$ cat src/rtl/core_arb_pkg.sv
// rtl/core_arb_pkg.sv - shared defaults, FSM state type and error data for core_bus_arbiter
package core_arb_pkg;

   localparam int DEF_NUM_CORES      = 32;
   localparam int DEF_ADDR_W         = 32;
   localparam int DEF_DATA_W         = 32;
   localparam int DEF_TIMEOUT_CYCLES = 255;

   localparam logic [31:0] ERR_DATA = 32'hDEAD_BEEF;

   typedef enum logic [1:0] {
      ST_IDLE = 2'd0,
      ST_WAIT = 2'd1,
      ST_RESP = 2'd2
   } arb_state_e;

endpackage

$ cat src/rtl/rr_picker.sv
// rtl/rr_picker.sv - round-robin winner select: first unmasked request at or after the pointer
module rr_picker #(
   parameter int N     = 32,
   parameter int IDX_W = (N > 1) ? $clog2(N) : 1
) (
   input  logic [N-1:0]     req_i,
   input  logic [IDX_W-1:0] ptr_i,
   input  logic [N-1:0]     mask_i,
   output logic             valid_o,
   output logic [IDX_W-1:0] idx_o
);

   logic [N-1:0] eligible;
   int           cand;

   always_comb begin
      eligible = req_i & ~mask_i;
      valid_o  = 1'b0;
      idx_o    = '0;
      cand     = 0;
      for (int i = 0; i < N; i++) begin
         cand = (int'(ptr_i) + i) % N;
         if (!valid_o && eligible[cand[IDX_W-1:0]]) begin
            valid_o = 1'b1;
            idx_o   = cand[IDX_W-1:0];
         end
      end
   end

endmodule

$ cat src/rtl/core_bus_arbiter.sv
// rtl/core_bus_arbiter.sv - round-robin arbiter sharing one memory read port among NUM_CORES requesters
module core_bus_arbiter
   import core_arb_pkg::*;
#(
   parameter int  NUM_CORES      = DEF_NUM_CORES,
   parameter int  ADDR_W         = DEF_ADDR_W,
   parameter int  DATA_W         = DEF_DATA_W,
   parameter int  TIMEOUT_CYCLES = DEF_TIMEOUT_CYCLES,
   localparam int IDX_W          = (NUM_CORES > 1) ? $clog2(NUM_CORES) : 1
) (
   input  logic                        CLK,
   input  logic                        RST,
   input  logic [NUM_CORES-1:0]        Core_Req,
   input  logic [NUM_CORES*ADDR_W-1:0] Core_Addr,
   output logic [NUM_CORES-1:0]        Core_Ack,
   output logic [DATA_W-1:0]           Core_Data,
   output logic                        Mem_Req,
   output logic [ADDR_W-1:0]           Mem_Addr,
   input  logic                        Mem_Ack,
   input  logic [DATA_W-1:0]           Mem_Data,
   output logic [IDX_W-1:0]            Grant_Id,
   output logic                        Busy,
   output logic                        Timeout_Err
);

   localparam int               CNT_W    = $clog2(TIMEOUT_CYCLES + 1);
   localparam logic [CNT_W-1:0] CNT_LAST = CNT_W'(TIMEOUT_CYCLES - 1);

   arb_state_e        state_q, state_d;
   logic [IDX_W-1:0]  ptr_q, ptr_d;
   logic [IDX_W-1:0]  grant_q, grant_d;
   logic [ADDR_W-1:0] addr_q, addr_d;
   logic [DATA_W-1:0] data_q, data_d;
   logic              err_q, err_d;
   logic [CNT_W-1:0]  cnt_q, cnt_d;
   logic              mask_vld_q, mask_vld_d;

   logic [NUM_CORES-1:0] mask;
   logic                 pick_vld;
   logic [IDX_W-1:0]     pick_idx;

   // The core just served may still hold its request for one cycle after its Ack.
   assign mask = mask_vld_q ? (NUM_CORES'(1) << grant_q) : '0;

   rr_picker #(
      .N     (NUM_CORES),
      .IDX_W (IDX_W)
   ) u_picker (
      .req_i   (Core_Req),
      .ptr_i   (ptr_q),
      .mask_i  (mask),
      .valid_o (pick_vld),
      .idx_o   (pick_idx)
   );

   always_ff @(posedge CLK) begin
      if (RST) begin
         state_q    <= ST_IDLE;
         ptr_q      <= '0;
         grant_q    <= '0;
         addr_q     <= '0;
         data_q     <= '0;
         err_q      <= 1'b0;
         cnt_q      <= '0;
         mask_vld_q <= 1'b0;
      end else begin
         state_q    <= state_d;
         ptr_q      <= ptr_d;
         grant_q    <= grant_d;
         addr_q     <= addr_d;
         data_q     <= data_d;
         err_q      <= err_d;
         cnt_q      <= cnt_d;
         mask_vld_q <= mask_vld_d;
      end
   end

   always_comb begin
      state_d    = state_q;
      ptr_d      = ptr_q;
      grant_d    = grant_q;
      addr_d     = addr_q;
      data_d     = data_q;
      err_d      = err_q;
      cnt_d      = cnt_q;
      mask_vld_d = (state_q == ST_RESP);
      case (state_q)
         ST_IDLE: begin
            if (pick_vld) begin
               state_d = ST_WAIT;
               grant_d = pick_idx;
               addr_d  = Core_Addr[pick_idx*ADDR_W +: ADDR_W];
               ptr_d   = (pick_idx == IDX_W'(NUM_CORES - 1)) ? '0 : pick_idx + 1'b1;
               cnt_d   = '0;
               err_d   = 1'b0;
            end
         end
         ST_WAIT: begin
            // A memory Ack in the last allowed cycle still counts as a normal completion.
            if (Mem_Ack) begin
               state_d = ST_RESP;
               data_d  = Mem_Data;
               err_d   = 1'b0;
            end else if (cnt_q == CNT_LAST) begin
               state_d = ST_RESP;
               data_d  = DATA_W'(ERR_DATA);
               err_d   = 1'b1;
            end else begin
               cnt_d = cnt_q + 1'b1;
            end
         end
         ST_RESP: state_d = ST_IDLE;
         default: state_d = ST_IDLE;
      endcase
   end

   assign Busy        = (state_q != ST_IDLE);
   assign Mem_Req     = (state_q == ST_WAIT);
   assign Mem_Addr    = Mem_Req ? addr_q : '0;
   assign Core_Ack    = (state_q == ST_RESP) ? (NUM_CORES'(1) << grant_q) : '0;
   assign Core_Data   = (state_q == ST_RESP) ? data_q : '0;
   assign Timeout_Err = (state_q == ST_RESP) && err_q;
   assign Grant_Id    = grant_q;

endmodule

$ cat config.mk
export PLATFORM = sky130hd
export DESIGN_NAME = core_bus_arbiter
export DESIGN_NICKNAME = d
export VERILOG_FILES = /design/src/rtl/core_arb_pkg.sv /design/src/rtl/rr_picker.sv /design/src/rtl/core_bus_arbiter.sv
export SDC_FILE = /design/constraint.sdc
export NUM_CORES = 1
export LEC_CHECK = 0
export BUFFER_PORTS_ARGS = -buffer_cell sky130_fd_sc_hd__buf_2
export CORE_AREA = 2 2 460 462
export CTS_CLUSTER_SIZE = 25
export DETAILED_ROUTE_END_ITERATION = 10
export DIE_AREA = 0 0 462 464
export GPL_TIMING_DRIVEN = 0
export PLACE_DENSITY = 0.3
export REMOVE_ABC_BUFFERS = 1
export SLEW_MARGIN = 20
export SYNTH_ARGS = -nofsm -noshare
export SYNTH_HDL_FRONTEND = slang
export SYNTH_SLANG_ARGS = --single-unit
$ cat constraint.sdc
create_clock -name CLK -period 19.95 [get_ports CLK]
set_clock_uncertainty 0.1 [all_clocks]
set_input_delay 0.9975 -clock CLK [delete_from_list [all_inputs] [get_ports CLK]]
set_output_delay 0.9975 -clock CLK [all_outputs]
set_load 0.01 [all_outputs]
# After elaboration in Yosys (flattened, before gate mapping)
# Cells that the tools add are included.
[classes]
add_sub_neg = 33
n_mul = 0
n_div = 0
magnitude_cmp = 32
eq_ne = 8
n_shift = 2
muxes = 147
bitwise = 2
reduce_logical = 72
[op_table]
columns = ["op", "count"]
rows = [
  ["indexed part select 1024 x 11 -> 32 bit", 1],
  ["< comparator 5 x 6 -> 1 bit (second input constant)", 32],
  ["two-way mux 32 bit", 6],
  ["two-way mux 5 bit", 33],
  ["binary-select mux 1 bit (select 5 bit)", 32],
  ["adder 5 bit (second input constant)", 16],
  ["two-way mux 1 bit", 67],
  ["adder 5 x 4 -> 5 bit (second input constant)", 8],
  ["bitwise AND 32 bit", 1],
  ["logical AND 1 bit", 32],
  ["inverter 32 bit", 1],
  ["left shift 1 x 5 -> 32 bit (first input constant)", 1],
  ["logical NOT 1 bit", 31],
  ["two-way mux 8 bit", 3],
  ["adder 5 x 3 -> 5 bit (second input constant)", 4],
  ["one-hot mux 8 bit (2 select lines)", 1],
  ["adder 5 x 1 -> 5 bit (second input constant)", 2],
  ["adder 5 x 2 -> 5 bit (second input constant)", 2],
  ["adder 8 x 1 -> 8 bit (second input constant)", 1],
  ["equality test 8 bit (second input constant)", 1],
  ["two-way mux 2 bit", 3],
  ["inequality test 2 bit (second input constant)", 3],
  ["AND reduction 2 bit", 3],
  ["nonzero test 2 bit", 3],
  ["other kinds (9)", 9],
]
[totals]
regBits = 86
latchBits = 0
mem_bits_rw = 0
romBits = 0
in_bits = 1091
output_inout_bits = 104
word_cells = 304
n_memories = 0

# Depth between registers and ports, before layout
[depth]
word_depth = 102
depth_mapped = 31
mapped_depth_nobuf = 21

# Cells and area by module
# A second synthesis with hierarchy kept.
[hier_totals]
hier_cells = 2251
area_unflattened_um2 = 18332.6
[by_module_without_submodules]
columns = ["mod", "instances", "cells_per_inst", "area_each_um2", "seq_area_each_um2"]
rows = [
  ["core_bus_arbiter", 1, 1407, 12525.8, 1721.7],
  ["rr_picker", 1, 844, 5806.8, 0.0],
]

# Worst setup path before layout
# No wires, ideal clock.
[synth_timing]
kind = "reg-to-reg"
start = "register ptr_q[1]"
end = "register ptr_q[0]"
setup_ns = 0.071
arrival_time_ns = 7.078
required_time_ns = 19.779
path_slack_ns = 12.701
path_stages_with_launch = 30
n_path_buf = 11
period_less_slack_ns = 7.249
path_cell_list = "dfxtp_1 > clkbuf_1 > clkinv_1 > buf_1 > clkbuf_1 > ha_1 > clkbuf_1 > xnor2_1 > clkbuf_1 > mux4_2 > o21ai_0 > a21oi_1 > a21o_1 > or4_1 > clkbuf_1 > or4_1 > clkbuf_1 > or2_2 > o2111ai_1 > nor3_1 > a211o_1 > buf_4 > buf_4 > buf_2 > buf_2 > and3_1 > ha_1 > nor2_1 > nand2_1 > a21oi_1"
[synth_between]
elab_chain_cells = 98
word_cells_on_any_way = 225
classes_between = "32 x add/sub; 1 x eq/ne; 129 x mux; 63 x reduce/logical"
[synth_lines]
columns = ["element", "line_no", "rtl"]
rows = [
  ["start, declared", "core_bus_arbiter.sv:30", "logic [IDX_W-1:0] ptr_q, ptr_d;"],
  ["start signal, assigned", "core_bus_arbiter.sv:68", "ptr_q <= ptr_d;"],
  ["branches (longest 98 deep; another with adder 5 x 1 -> 5 bit)", "n/a", ""],
]
# Parallel ways; which one is timed is not known. The select of a mux whose other input is x is not followed.
# A chain may end at the register's enable or synchronous reset.

# Worst setup path in the final report
[layout_timing]
start = "register ptr_q[1]"
end = "register addr_q[27]"
[layout_between]
elab_chain_cells = 97
word_cells_on_any_way = 223
classes_between = "31 x add/sub; 1 x shift; 128 x mux; 63 x reduce/logical"
[layout_lines]
columns = ["element", "line_no", "rtl"]
rows = [
  ["branches (longest 97 deep; another with adder 5 x 1 -> 5 bit)", "n/a", ""],
  ["end signal, assigned", "core_bus_arbiter.sv:70", "addr_q <= addr_d;"],
  ["end, declared", "core_bus_arbiter.sv:32", "logic [ADDR_W-1:0] addr_q, addr_d;"],
]
# Parallel ways; which one is timed is not known. The select of a mux whose other input is x is not followed.

==> metrics.log <==
[metrics] period utilization: 0.545
[metrics] maximum number of pins on one net before global-route repair: 60
[metrics] run status: completed
[metrics] Syn. warnings: 0
[metrics] # IOs: 1195
[metrics] Register-to-Register Setup Slack: 9.08 ns
[metrics] total number of vias: 29600
[metrics] die span in y: 464 microns
[metrics] total negative slack: 0 ns
[metrics] critical register-to-register path startpoint: ptr_q[1]
[metrics] CTS Buf Count: 9
[metrics] routability-driven placement congestion ratio: 0.948
[metrics] NumNets Final: 5085
[metrics] final wirelength: 224000 microns
[metrics] starting utilization of the core area: 0.0933
[metrics] Port-buffer cells: 1194
[metrics] DR WL/cell: 32.5 microns
[metrics] shortest clock period the worst path allows after layout: 10.87 ns
[metrics] drt drc: 0
[metrics] Fmax: 92.0 MHz
[metrics] Pleak: 12.8 nW
[metrics] Initial DRT Pass Iterations: 5
[metrics] commonest non-fill, non-tap cells in the layout: buf_2, nand2_1, nor2_1
[metrics] sum of buffers and inverters on the critical path: 11
[metrics] kind of end point of the critical path: flip-flop
[metrics] via density per instance: 4.31
[metrics] type of element launching the critical path: flip-flop
[metrics] worst-case hold slack: 0.390 ns
[metrics] starting DRC count in detailed routing: 2629
[metrics] clock insertion delay at the later pin of the skew report: 0.44 ns
[metrics] clock transition time at the flip-flop clock pins of the worst setup and hold paths: 0.09 ns
[metrics] setup slack after placement: 9.01 ns
[metrics] worst setup path endpoint: addr_q[27]
[metrics] number of levels the H-tree was split into: 3
[metrics] post-synthesis instance total: 2956
[metrics] post-detail-place hpwl: 194000 microns
[metrics] Clock Sink Count: 86
[metrics] die extent in x: 462 microns
[metrics] worst-path cell with the longest stage delay: nor4_4
[metrics] final-report setup violation count: 0
[metrics] critical path depth in cells: 27
[metrics] number of antenna violations at the first check in global routing: 202
[metrics] die outline area: 214000 sq um
[metrics] count of placed standard cells in the final layout, fillers left out: 6885
[metrics] Post CTS Setup Buffer Count: 0
[metrics] Power per Cell Area: 263 nW/um^2
[metrics] clock root cell: clkbuf_16
[metrics] cell depth of the worst flop-to-flop path: 27
[metrics] EDFF count, synth: 0
[metrics] Worst Setup Path Type: flip-flop to flip-flop
[metrics] placed instance area: 29800 sq um
[metrics] commonest register cell after synthesis: dfxtp_1
[metrics] area of the mapped netlist: 19500 sq um
[metrics] worst min-delay path class: flip-flop to flip-flop
[metrics] CP Max Fanout: 28
[metrics] worst-margin pin slew: 1.28 ns
[metrics] Seq/Total Area, Yosys: 0.0882
[metrics] count of different cell masters after synthesis: 97
[metrics] FFs w/ async S/R, synth: 0
[metrics] library cell appearing most often on the critical path: buf_6
[metrics] mean instance size in the synthesized netlist: 6.60 sq um
[metrics] row cnt: 168
[metrics] area of all placed cells without fillers: 30400 sq um
[metrics] Crit path arrival time: 11.05 ns
[metrics] endpoint of the worst register-to-register path: addr_q[27]
[metrics] Required @ worst endpoint: 20.12 ns
[metrics] unrepaired setup endpoints after global routing: false
[metrics] Area growth syn-to-layout: 55.8%
[metrics] final-report hold violation count: 0
[metrics] count of antenna-violating nets left after detailed routing: 0
[metrics] post-cts resize count: 0
[metrics] clock tree from TritonCTS: yes
[metrics] relative slew slack: 0.141
[metrics] final worst setup slack: 9.08 ns
[metrics] overall fraction of global-route tracks in use: 0.199
[metrics] Worst path top cell family by delay: simple AND/OR/NAND/NOR gates
[metrics] quantity of hold-fixing buffers added after cts: 0
[metrics] Critical path origin: ptr_q[1]
[metrics] global-route wire length before repair: 283000 microns
[metrics] Max Transition Viols Final: 0
[metrics] GRT Residual Overflow: 0
[metrics] flop and latch count out of synthesis: 86
[metrics] number of global-route vias before repair: 28500
[metrics] Layout fillers: 24600
[metrics] delay contributed by the slowest stage of the critical path: 0.93 ns
[metrics] Bufs on Longest Clock Path: 2
[metrics] fraction of layout cells with a size suffix above 1: 0.370
[metrics] Worst VDD drop: 0.132 mV
[metrics] core footprint: 209000 sq um
[metrics] number of max-capacitance violations reported: 0
[metrics] most common cell after layout, fill and taps aside: buf_2
[metrics] placed cells: 6772
kinds of logic after synthesis:
| family | share of synthesized area |
|---|---|
| simple gates | 0.346 |
| compound gates | 0.294 |
| buf+inv | 0.0684 |
| mux | 0.173 |
| flops | 0.0882 |
| xor+xnor | 0.0202 |
| fa+ha+maj | 0.0103 |
worst reg2reg max path: cells and delay by family, from the launching register on:
kind,cells,cell delay [ns]
buffers and inverters,11,2.67
xor gates and xnor gates,1,0.48
and+or+nand+nor,7,3.81
DFF,1,0.50
AOI/OAI and AO/OA,5,1.70
adders and majority gates,1,0.51
muxes,2,0.94
how the worst min path moves through the flow:
stage               slack [ns]  startpoint         end  cells after the start
CTS                       0.39  data_q[31]  data_q[31]                      2
floorplan                 0.36    cnt_q[7]    cnt_q[7]                      2
detailed placement        0.38  data_q[10]  data_q[10]                      2
global route              0.41  data_q[28]  data_q[28]                      2
finish                    0.39  data_q[16]  data_q[16]                      2
global placement          0.38  data_q[19]  data_q[19]                      2
layout make-up:
class | count | area (sq um) | area share
flip-flops and latches | 86 | 1730 | 0.0569
multi-input cells | 2563 | 16900 | 0.555
diodes | 97 | 243 | 0.00798
clock buffers | 10 | 250 | 0.00823
inverters | 24 | 96.3 | 0.00317
clock inverters | 6 | 108 | 0.00354
repair buffers | 1294 | 7580 | 0.249
well taps | 2805 | 3510 | 0.115
stage by stage:
step / power, mW / utilization
finish: 8.01 / 0.145
global route: 8.43 / 0.145
CTS: 8.12 / 0.144
detailed placement: 7.83 / 0.142
global placement: 7.30 / 0.133
floorplan: 4.37 / -
sequential cells by signal, summed over array words and instances (netlist names):
| register | cells |
|---|---|
| cnt_q | 8 |
| err_q | 1 |
| addr_q | 32 |
| state_q | 2 |
| data_q | 32 |
| ptr_q | 5 |
| mask_vld_q | 1 |
| Grant_Id | 5 |
power by group:
| part | internal [mW] | total [mW] | switching [mW] |
|---|---|---|---|
| registers | 0.212 | 0.278 | 0.0654 |
| logic | 2.40 | 7.49 | 5.09 |
| clock network | 0.121 | 0.244 | 0.122 |
| total | 2.73 | 8.01 | 5.27 |
cell usage after synthesis (20+ instances only):
| cell | instances | area share |
|---|---|---|
| a2111oi_0 | 33 | 0.015 |
| a211oi_1 | 70 | 0.027 |
| a21oi_1 | 216 | 0.055 |
| a22oi_1 | 46 | 0.018 |
| a31oi_1 | 23 | 0.0074 |
| and2_1 | 133 | 0.043 |
| and3_1 | 49 | 0.016 |
| buf_1 | 21 | 0.0040 |
| buf_2 | 73 | 0.019 |
| clkbuf_1 | 168 | 0.032 |
| dfxtp_1 | 86 | 0.088 |
| inv_1 | 20 | 0.0038 |
| mux2i_1 | 226 | 0.12 |
| mux4_2 | 47 | 0.054 |
| nand2_1 | 467 | 0.090 |
| nand2b_1 | 44 | 0.014 |
| nand3_1 | 102 | 0.026 |
| nand4_1 | 25 | 0.0080 |
| nor2_1 | 243 | 0.047 |
| nor3_1 | 65 | 0.017 |
| nor3b_1 | 31 | 0.012 |
| nor4_1 | 114 | 0.037 |
| o211ai_1 | 89 | 0.034 |
| o21ai_0 | 127 | 0.033 |
| o21bai_1 | 34 | 0.013 |
| o22ai_1 | 50 | 0.016 |
| xnor2_1 | 25 | 0.011 |
| xor2_1 | 20 | 0.0090 |
metal layers:
| metal | share of wire | track usage |
|---|---|---|
| met3 | 0.081 | 0.0567 |
| met5 | 0.0023 | 0 |
| met4 | 0.033 | 0.0668 |
| met1 | 0.39 | 0.232 |
| met2 | 0.49 | 0.346 |
No activity file was read; power rests on OpenSTA's default activity.
